**config.mk**
```make
export PLATFORM = sky130hd
export DESIGN_NAME = reexe_multi_fwd
export DESIGN_NICKNAME = d
export VERILOG_FILES = /design/src/rtl/reexe_multi_fwd.sv
export SDC_FILE = /design/constraint.sdc
export NUM_CORES = 1
export LEC_CHECK = 0
export BUFFER_PORTS_ARGS = -buffer_cell sky130_fd_sc_hd__buf_2
export CAP_MARGIN = 0
export CORE_MARGIN = 2
export CORE_UTILIZATION = 25
export DETAILED_ROUTE_END_ITERATION = 10
export PLACE_DENSITY = 0.45
export SYNTH_ARGS = -nofsm -noshare
export SYNTH_HDL_FRONTEND = slang
export SYNTH_SLANG_ARGS = --single-unit
export TNS_END_PERCENT = 1
```
**constraint.sdc**
```tcl
create_clock -name clk -period 11.2 [get_ports clk]
set_input_delay 1.12 -clock clk [delete_from_list [all_inputs] [get_ports clk]]
set_output_delay 1.12 -clock clk [all_outputs]
set_load 0.05 [all_outputs]
```
**src/rtl/reexe_multi_fwd.sv**
```systemverilog
// ----------------------------------------------------------------------------
// reexe_multi_fwd
//   Delayed-execution stage between SBA and MEM. It holds one instruction and
//   re-runs a single-cycle ALU op on operands that are resolved late. Each
//   operand may come from:
//     source 0            latched regfile read data
//     source 1            this stage's own last retired result
//     sources 2..SRC_NUM-1  late write-back buses (lateFwd_i)
//   The late buses are only valid in the first held cycle. They are captured
//   at the end of that cycle, so a stalled instruction keeps stable operands.
//   The result is combinational from the latched state (latency 1).
//
// Ports
//   clk, rst                   clock, asynchronous active-high reset
//   flush_i                    kill held instruction and pending captures
//   in_valid_i / in_allowin_o  upstream handshake
//   out_valid_o / out_allowin_i  downstream (MEM) handshake
//   in_*                       instruction payload latched on acceptance
//   lateFwd_i                  late forward buses, SRC_NUM-2 of them
//   fwd_valid_o, fwd_num_o     forward port towards the earlier stages
//   out_writeNum_o, out_pc_o   registered destination and PC
//   out_data_o, out_ovf_o      final result and overflow trap
// ----------------------------------------------------------------------------
module reexe_multi_fwd #(
  parameter int DATA_W  = 32,
  parameter int REG_W   = 5,
  parameter int SRC_NUM = 4,
  parameter int OP_W    = 4
) (
  input  logic                          clk,
  input  logic                          rst,
  input  logic                          flush_i,
  input  logic                          in_valid_i,
  output logic                          in_allowin_o,
  input  logic                          out_allowin_i,
  output logic                          out_valid_o,
  input  logic [REG_W-1:0]              in_writeNum_i,
  input  logic [DATA_W-1:0]             in_pc_i,
  input  logic                          in_notExc_i,
  input  logic [DATA_W-1:0]             in_preRes_i,
  input  logic [OP_W-1:0]               in_aluOp_i,
  input  logic                          in_trapOvf_i,
  input  logic [1:0]                    in_opIsReg_i,
  input  logic [2*DATA_W-1:0]           in_preSrc_i,
  input  logic [2*DATA_W-1:0]           in_readData_i,
  input  logic [2*SRC_NUM-1:0]          in_fwdSel_i,
  input  logic [(SRC_NUM-2)*DATA_W-1:0] lateFwd_i,
  output logic                          fwd_valid_o,
  output logic [REG_W-1:0]              fwd_num_o,
  output logic [REG_W-1:0]              out_writeNum_o,
  output logic [DATA_W-1:0]             out_pc_o,
  output logic [DATA_W-1:0]             out_data_o,
  output logic                          out_ovf_o
);

  localparam int SH_W = $clog2(DATA_W);

  localparam logic [OP_W-1:0] OP_ADD  = OP_W'(0);
  localparam logic [OP_W-1:0] OP_SUB  = OP_W'(1);
  localparam logic [OP_W-1:0] OP_AND  = OP_W'(2);
  localparam logic [OP_W-1:0] OP_OR   = OP_W'(3);
  localparam logic [OP_W-1:0] OP_XOR  = OP_W'(4);
  localparam logic [OP_W-1:0] OP_NOR  = OP_W'(5);
  localparam logic [OP_W-1:0] OP_SLT  = OP_W'(6);
  localparam logic [OP_W-1:0] OP_SLTU = OP_W'(7);
  localparam logic [OP_W-1:0] OP_SLL  = OP_W'(8);
  localparam logic [OP_W-1:0] OP_SRL  = OP_W'(9);
  localparam logic [OP_W-1:0] OP_SRA  = OP_W'(10);
  localparam logic [OP_W-1:0] OP_LUI  = OP_W'(11);

  // Held instruction
  logic                 r_has;
  logic [REG_W-1:0]     r_wnum;
  logic [DATA_W-1:0]    r_pc;
  logic                 r_notExc;
  logic [DATA_W-1:0]    r_preRes;
  logic [OP_W-1:0]      r_op;
  logic                 r_trap;
  logic [1:0]           r_isReg;
  logic [2*DATA_W-1:0]  r_preSrc;
  logic [2*DATA_W-1:0]  r_rdata;
  logic [2*SRC_NUM-1:0] r_sel;

  // Late-capture state, one slot per operand
  logic [1:0]           r_saved;
  logic [2*DATA_W-1:0]  r_cap;

  // Own last retired result (source 1)
  logic [DATA_W-1:0]    r_last;

  logic                 w_in_allow;
  logic                 w_in_fire;
  logic                 w_out_fire;
  logic [2*DATA_W-1:0]  w_live;
  logic [2*DATA_W-1:0]  w_opnd;
  logic [DATA_W-1:0]    w_a;
  logic [DATA_W-1:0]    w_b;
  logic [DATA_W-1:0]    w_sum;
  logic [DATA_W-1:0]    w_diff;
  logic [SH_W-1:0]      w_sh;
  logic [DATA_W-1:0]    w_alu;
  logic                 w_ovf_raw;
  logic [DATA_W-1:0]    w_data;

  assign w_in_allow = !r_has | out_allowin_i;
  assign w_out_fire = r_has & out_allowin_i;
  assign w_in_fire  = in_valid_i & w_in_allow;

  // Operand resolution. The late part of a register operand is taken live
  // from the buses until the capture slot is filled, then from the slot.
  for (genvar g = 0; g < 2; g++) begin : g_opnd
    logic [SRC_NUM-1:0] w_sel;
    logic [DATA_W-1:0]  w_late_live;
    logic [DATA_W-1:0]  w_reg;

    assign w_sel = r_sel[g*SRC_NUM +: SRC_NUM];

    always_comb begin
      w_late_live = '0;
      for (int k = 2; k < SRC_NUM; k++) begin
        if (w_sel[k]) w_late_live = w_late_live | lateFwd_i[(k-2)*DATA_W +: DATA_W];
      end
    end

    // OR-combine keeps an all-zero select at 0 and a multi-hot select bounded.
    assign w_reg = ({DATA_W{w_sel[0]}} & r_rdata[g*DATA_W +: DATA_W])
                 | ({DATA_W{w_sel[1]}} & r_last)
                 | (r_saved[g] ? r_cap[g*DATA_W +: DATA_W] : w_late_live);

    assign w_live[g*DATA_W +: DATA_W] = w_late_live;
    assign w_opnd[g*DATA_W +: DATA_W] = r_isReg[g] ? w_reg : r_preSrc[g*DATA_W +: DATA_W];
  end

  assign w_a    = w_opnd[DATA_W-1:0];
  assign w_b    = w_opnd[2*DATA_W-1:DATA_W];
  assign w_sum  = w_a + w_b;
  assign w_diff = w_a - w_b;
  assign w_sh   = w_a[SH_W-1:0];

  always_comb begin
    w_alu     = '0;
    w_ovf_raw = 1'b0;
    case (r_op)
      OP_ADD: begin
        w_alu     = w_sum;
        w_ovf_raw = (w_a[DATA_W-1] == w_b[DATA_W-1]) && (w_sum[DATA_W-1] != w_a[DATA_W-1]);
      end
      OP_SUB: begin
        w_alu     = w_diff;
        w_ovf_raw = (w_a[DATA_W-1] != w_b[DATA_W-1]) && (w_diff[DATA_W-1] != w_a[DATA_W-1]);
      end
      OP_AND:  w_alu = w_a & w_b;
      OP_OR:   w_alu = w_a | w_b;
      OP_XOR:  w_alu = w_a ^ w_b;
      OP_NOR:  w_alu = ~(w_a | w_b);
      OP_SLT:  w_alu = {{(DATA_W-1){1'b0}}, ($signed(w_a) < $signed(w_b))};
      OP_SLTU: w_alu = {{(DATA_W-1){1'b0}}, (w_a < w_b)};
      OP_SLL:  w_alu = w_b << w_sh;
      OP_SRL:  w_alu = w_b >> w_sh;
      OP_SRA:  w_alu = $unsigned($signed(w_b) >>> w_sh);
      OP_LUI:  w_alu = w_b << 16;
      default: w_alu = '0;
    endcase
  end

  assign w_data = r_notExc ? w_alu : r_preRes;

  always_ff @(posedge clk or posedge rst) begin
    if (rst) begin
      r_has    <= 1'b0;
      r_wnum   <= '0;
      r_pc     <= '0;
      r_notExc <= 1'b0;
      r_preRes <= '0;
      r_op     <= '0;
      r_trap   <= 1'b0;
      r_isReg  <= '0;
      r_preSrc <= '0;
      r_rdata  <= '0;
      r_sel    <= '0;
      r_saved  <= '0;
      r_cap    <= '0;
      r_last   <= '0;
    end else begin
      // Every retirement updates source 1, flush does not clear it.
      if (w_out_fire) r_last <= w_data;

      if (flush_i) begin
        r_has   <= 1'b0;
        r_saved <= '0;
      end else if (w_in_fire) begin
        r_has    <= 1'b1;
        r_wnum   <= in_writeNum_i;
        r_pc     <= in_pc_i;
        r_notExc <= in_notExc_i;
        r_preRes <= in_preRes_i;
        r_op     <= in_aluOp_i;
        r_trap   <= in_trapOvf_i;
        r_isReg  <= in_opIsReg_i;
        r_preSrc <= in_preSrc_i;
        r_rdata  <= in_readData_i;
        r_sel    <= in_fwdSel_i;
        r_saved  <= '0;
      end else if (w_out_fire) begin
        r_has <= 1'b0;
      end else if (r_has) begin
        // First held cycle: freeze whatever the late buses carry now.
        for (int j = 0; j < 2; j++) begin
          if (!r_saved[j]) begin
            r_cap[j*DATA_W +: DATA_W] <= w_live[j*DATA_W +: DATA_W];
            r_saved[j]                <= 1'b1;
          end
        end
      end
    end
  end

  assign in_allowin_o   = w_in_allow;
  assign out_valid_o    = r_has;
  assign fwd_valid_o    = r_has;
  assign fwd_num_o      = r_has ? r_wnum : '0;
  assign out_writeNum_o = r_wnum;
  assign out_pc_o       = r_pc;
  assign out_data_o     = w_data;
  assign out_ovf_o      = r_has & r_notExc & r_trap & w_ovf_raw;

endmodule

```
==> metrics.yaml <==
post-route-min-period_ps: 8560
rsz0062_at_grt: "false"
cp_slowest_cell: "dfrtp_4"
cp.required_ps: 10080
multi_input_area_sq_mm: 0.0153
place_congestion: 0.999
drc: 0
path_cells: "buf_4 > o21ai_0 > a221oi_1 > a21oi_1 > ha_1 > nor3_1 > nand2_1 > or4b_1 > a21oi_1 > o31ai_1 > o31ai_1 > o21ai_0 > o211ai_1 > a31oi_1 > buf_2"
die_h_um: 316
areaGrowthSynthToFinish_pct: 18.8
critPathMaxFanout: 59
final-setup-viol-count: 0
route.vias.total: 24400
cts_tree: "built"
nets: 3375
tns_ps: 0
path_clk_slew_ps: 60
hold_path_class: "reg2reg"
total_power_mw: 7.66
ys_seq_area_share_pct: 32.1
fin_crit_sh_pct: 76.4
cts_max_level: 2
register_area_sq_mm: 0.00779
holdBufCountCts: 0
ioPinCount: 360
hold_violations: 0
ir_drop_uv: 152
yosysMostFrequentCell: "dfrtp_1"
clk_latency_ps: 610
ys_warn_count: 0
critPathKind: "reg2out"
synth-async-reset-ratio_pct: 100
fmax_mhz: 117
hpwl_mm: 101
grt_max_degree: 130
drtAntennaViolNets: 0
yosys-top-cells-count: "dfrtp_1, mux2_2, nor2_1, a21oi_1, nand2_1"
end_kind: "output pin"
grtUsageTotal_pct: 25.4
cts-buffers-inserted: 39
syn-num-nets: 3104
power_density_mw_per_mm2: 266
drive_gt1_share_pct: 27.3
ys_ff_latch: 311
grt_pass1_vias: 23400
timing.final.ws_setup_ps: 2640
slew_violations: 0
status: "completed"
grt_first_pass_wirelength_mm: 181
cts_setup_buffers: 0
total_leakage_power_nw: 12.5
crit_arrival_ps: 7440
grt-ovfl-total: 0
cts_resized: 0
syn_area_sq_mm: 0.0243
tightest_slew_ps: 1300
die_area_sq_mm: 0.0996
die_w_um: 316
port-buffer-count: 359
crit_path_max_incr_delay_ps: 840
synth_cells: 2715
synth.distinct_cells: 80
start_util_pct: 25.2
avgViaCountPerCell: 5.69
firstDrtPassIters: 8
core_area_sq_mm: 0.0964
avgSynthCellArea_sq_um: 8.94
synthTopCellsByArea: "dfrtp_1, mux2_2, mux2i_1"
drt-wirelength-per-cell_um: 30.4
place_ws_ps: 3460
max-slew-margin-rel_pct: 12.6
fp-row-count: 114
path_delay_family: "compound AO/OA/AOI/OAI gates"
clockBufferDepth: 3
postLayoutCoreUtil_pct: 29.9
antenna_found_initial: 20
maxCapViolations: 0
drt-initial-drc-count: 2676
cp_num_buf_inv: 2
clock_skew_ps: 48.4
synth-edff-count: 0
synth_flop_cell: "dfrtp_1"
routed_wl_mm: 131
nFillCells: 10400
clkSinkCount: 311
synth_top_area_share_pct: 32.1
cp-start-kind: "register"
root_buffer: "clkbuf_16"
synth_top_cell_by_area: "dfrtp_1"
## layer usage
metal	track usage, %	vias to the layer above	routed length [um]
li1	-	10700	-
met1	34.6	12300	56500
met2	39.6	1184	58300
met3	4.74	246	9970
met4	9.92	22	5630
met5	0	-	147
## flip-flops by register name, summed over array words and instances, names as in the netlist, 2 cells and up
name            cells
r_cap              64
r_preSrc           64
r_rdata            64
out_pc_o           32
r_last             32
r_preRes           32
r_sel               8
out_writeNum_o      5
r_op                4
r_isReg             2
## cells in the final DEF, fill, tap and decap left out, types with 10 or more instances in the layout
master	n
xnor2_1	22
clkbuf_1	12
a221o_1	51
ha_1	105
and3_1	14
a21oi_1	209
a221oi_1	42
a22oi_1	89
nand2_1	195
a21o_1	17
o21bai_1	13
and2_1	12
a22o_1	15
a222oi_1	31
or3_1	10
nand3_1	26
o2111ai_1	12
inv_1	104
mux2_2	272
a31oi_1	29
o21ai_0	116
nand2b_1	46
o31ai_1	27
dfrtp_1	306
nor4_1	13
nand4_1	11
nor3_1	40
clkbuf_16	39
a32oi_1	10
mux2i_1	146
nor2_1	240
o22ai_1	22
a211oi_1	37
buf_2	359
o221ai_1	25
nor2b_1	32
o211ai_1	30
buf_4	81
## stage by stage
| stage | cell area (sq um) | instances | hold WS, ps |
|---|---|---|---|
| floorplan | 24300 | 2715 | 445 |
| global placement | 27500 | 4221 | 457 |
| detailed placement | 27500 | 4221 | 466 |
| CTS | 28800 | 4293 | 479 |
| global route | 28800 | 4297 | 502 |
| finish | 28800 | 4297 | 475 |
## worst register-to-register path, delay by kind of cell (launching register included)
| kind | cells | cell delay (ps) |
|---|---|---|
| fa+ha+maj | 1 | 570 |
| simple gates | 3 | 1230 |
| compound gates | 9 | 3270 |
| mux | 1 | 360 |
| buf+inv | 1 | 600 |
| flops | 1 | 840 |
## report_power, final
part	switching [mW]	internal [mW]	total, mW
clock	0.554	0.764	1.32
sequential	0.261	1.37	1.63
combinational	3.24	1.47	4.71
## final timing paths
kind,startpoint,endpoint,slack (ps),cells after the start
setup / recovery,r_saved[0]$_DFFE_PP0P_,out_data_o[0],2640,15
hold / removal,r_cap[28]$_DFFE_PP0P_,r_cap[28]$_DFFE_PP0P_,480,2
setup reg to reg,r_saved[0]$_DFFE_PP0P_,r_last[0]$_DFFE_PP0P_,4220,15
hold reg to reg,r_cap[28]$_DFFE_PP0P_,r_cap[28]$_DFFE_PP0P_,480,2
max in group asynchronous,rst,r_preRes[5]$_DFFE_PP0P_,9050,3
min in group asynchronous,rst,r_sel[1]$_DFFE_PP0P_,740,2
## cell families after synthesis
family          count (synthesis)  share of synthesized area [%]
compound gates                866                           25.0
xor+xnor                       24                          0.866
fa+ha+maj                     107                           5.58
buf+inv                       321                           5.32
flops                         311                           32.1
mux                           421                           18.8
simple gates                  665                           12.3
## cell type report
cell class                 instances  area share (%)
clock buffer                      57            3.83
tap                             1276            5.54
multi-input combinational       2083            53.0
sequential                       311            27.0
clock inverter                    15           0.720
inverter                         110            1.46
timing repair buffer             441            8.41
antenna                            4          0.0347
No activity file was read; power rests on OpenSTA's default activity.
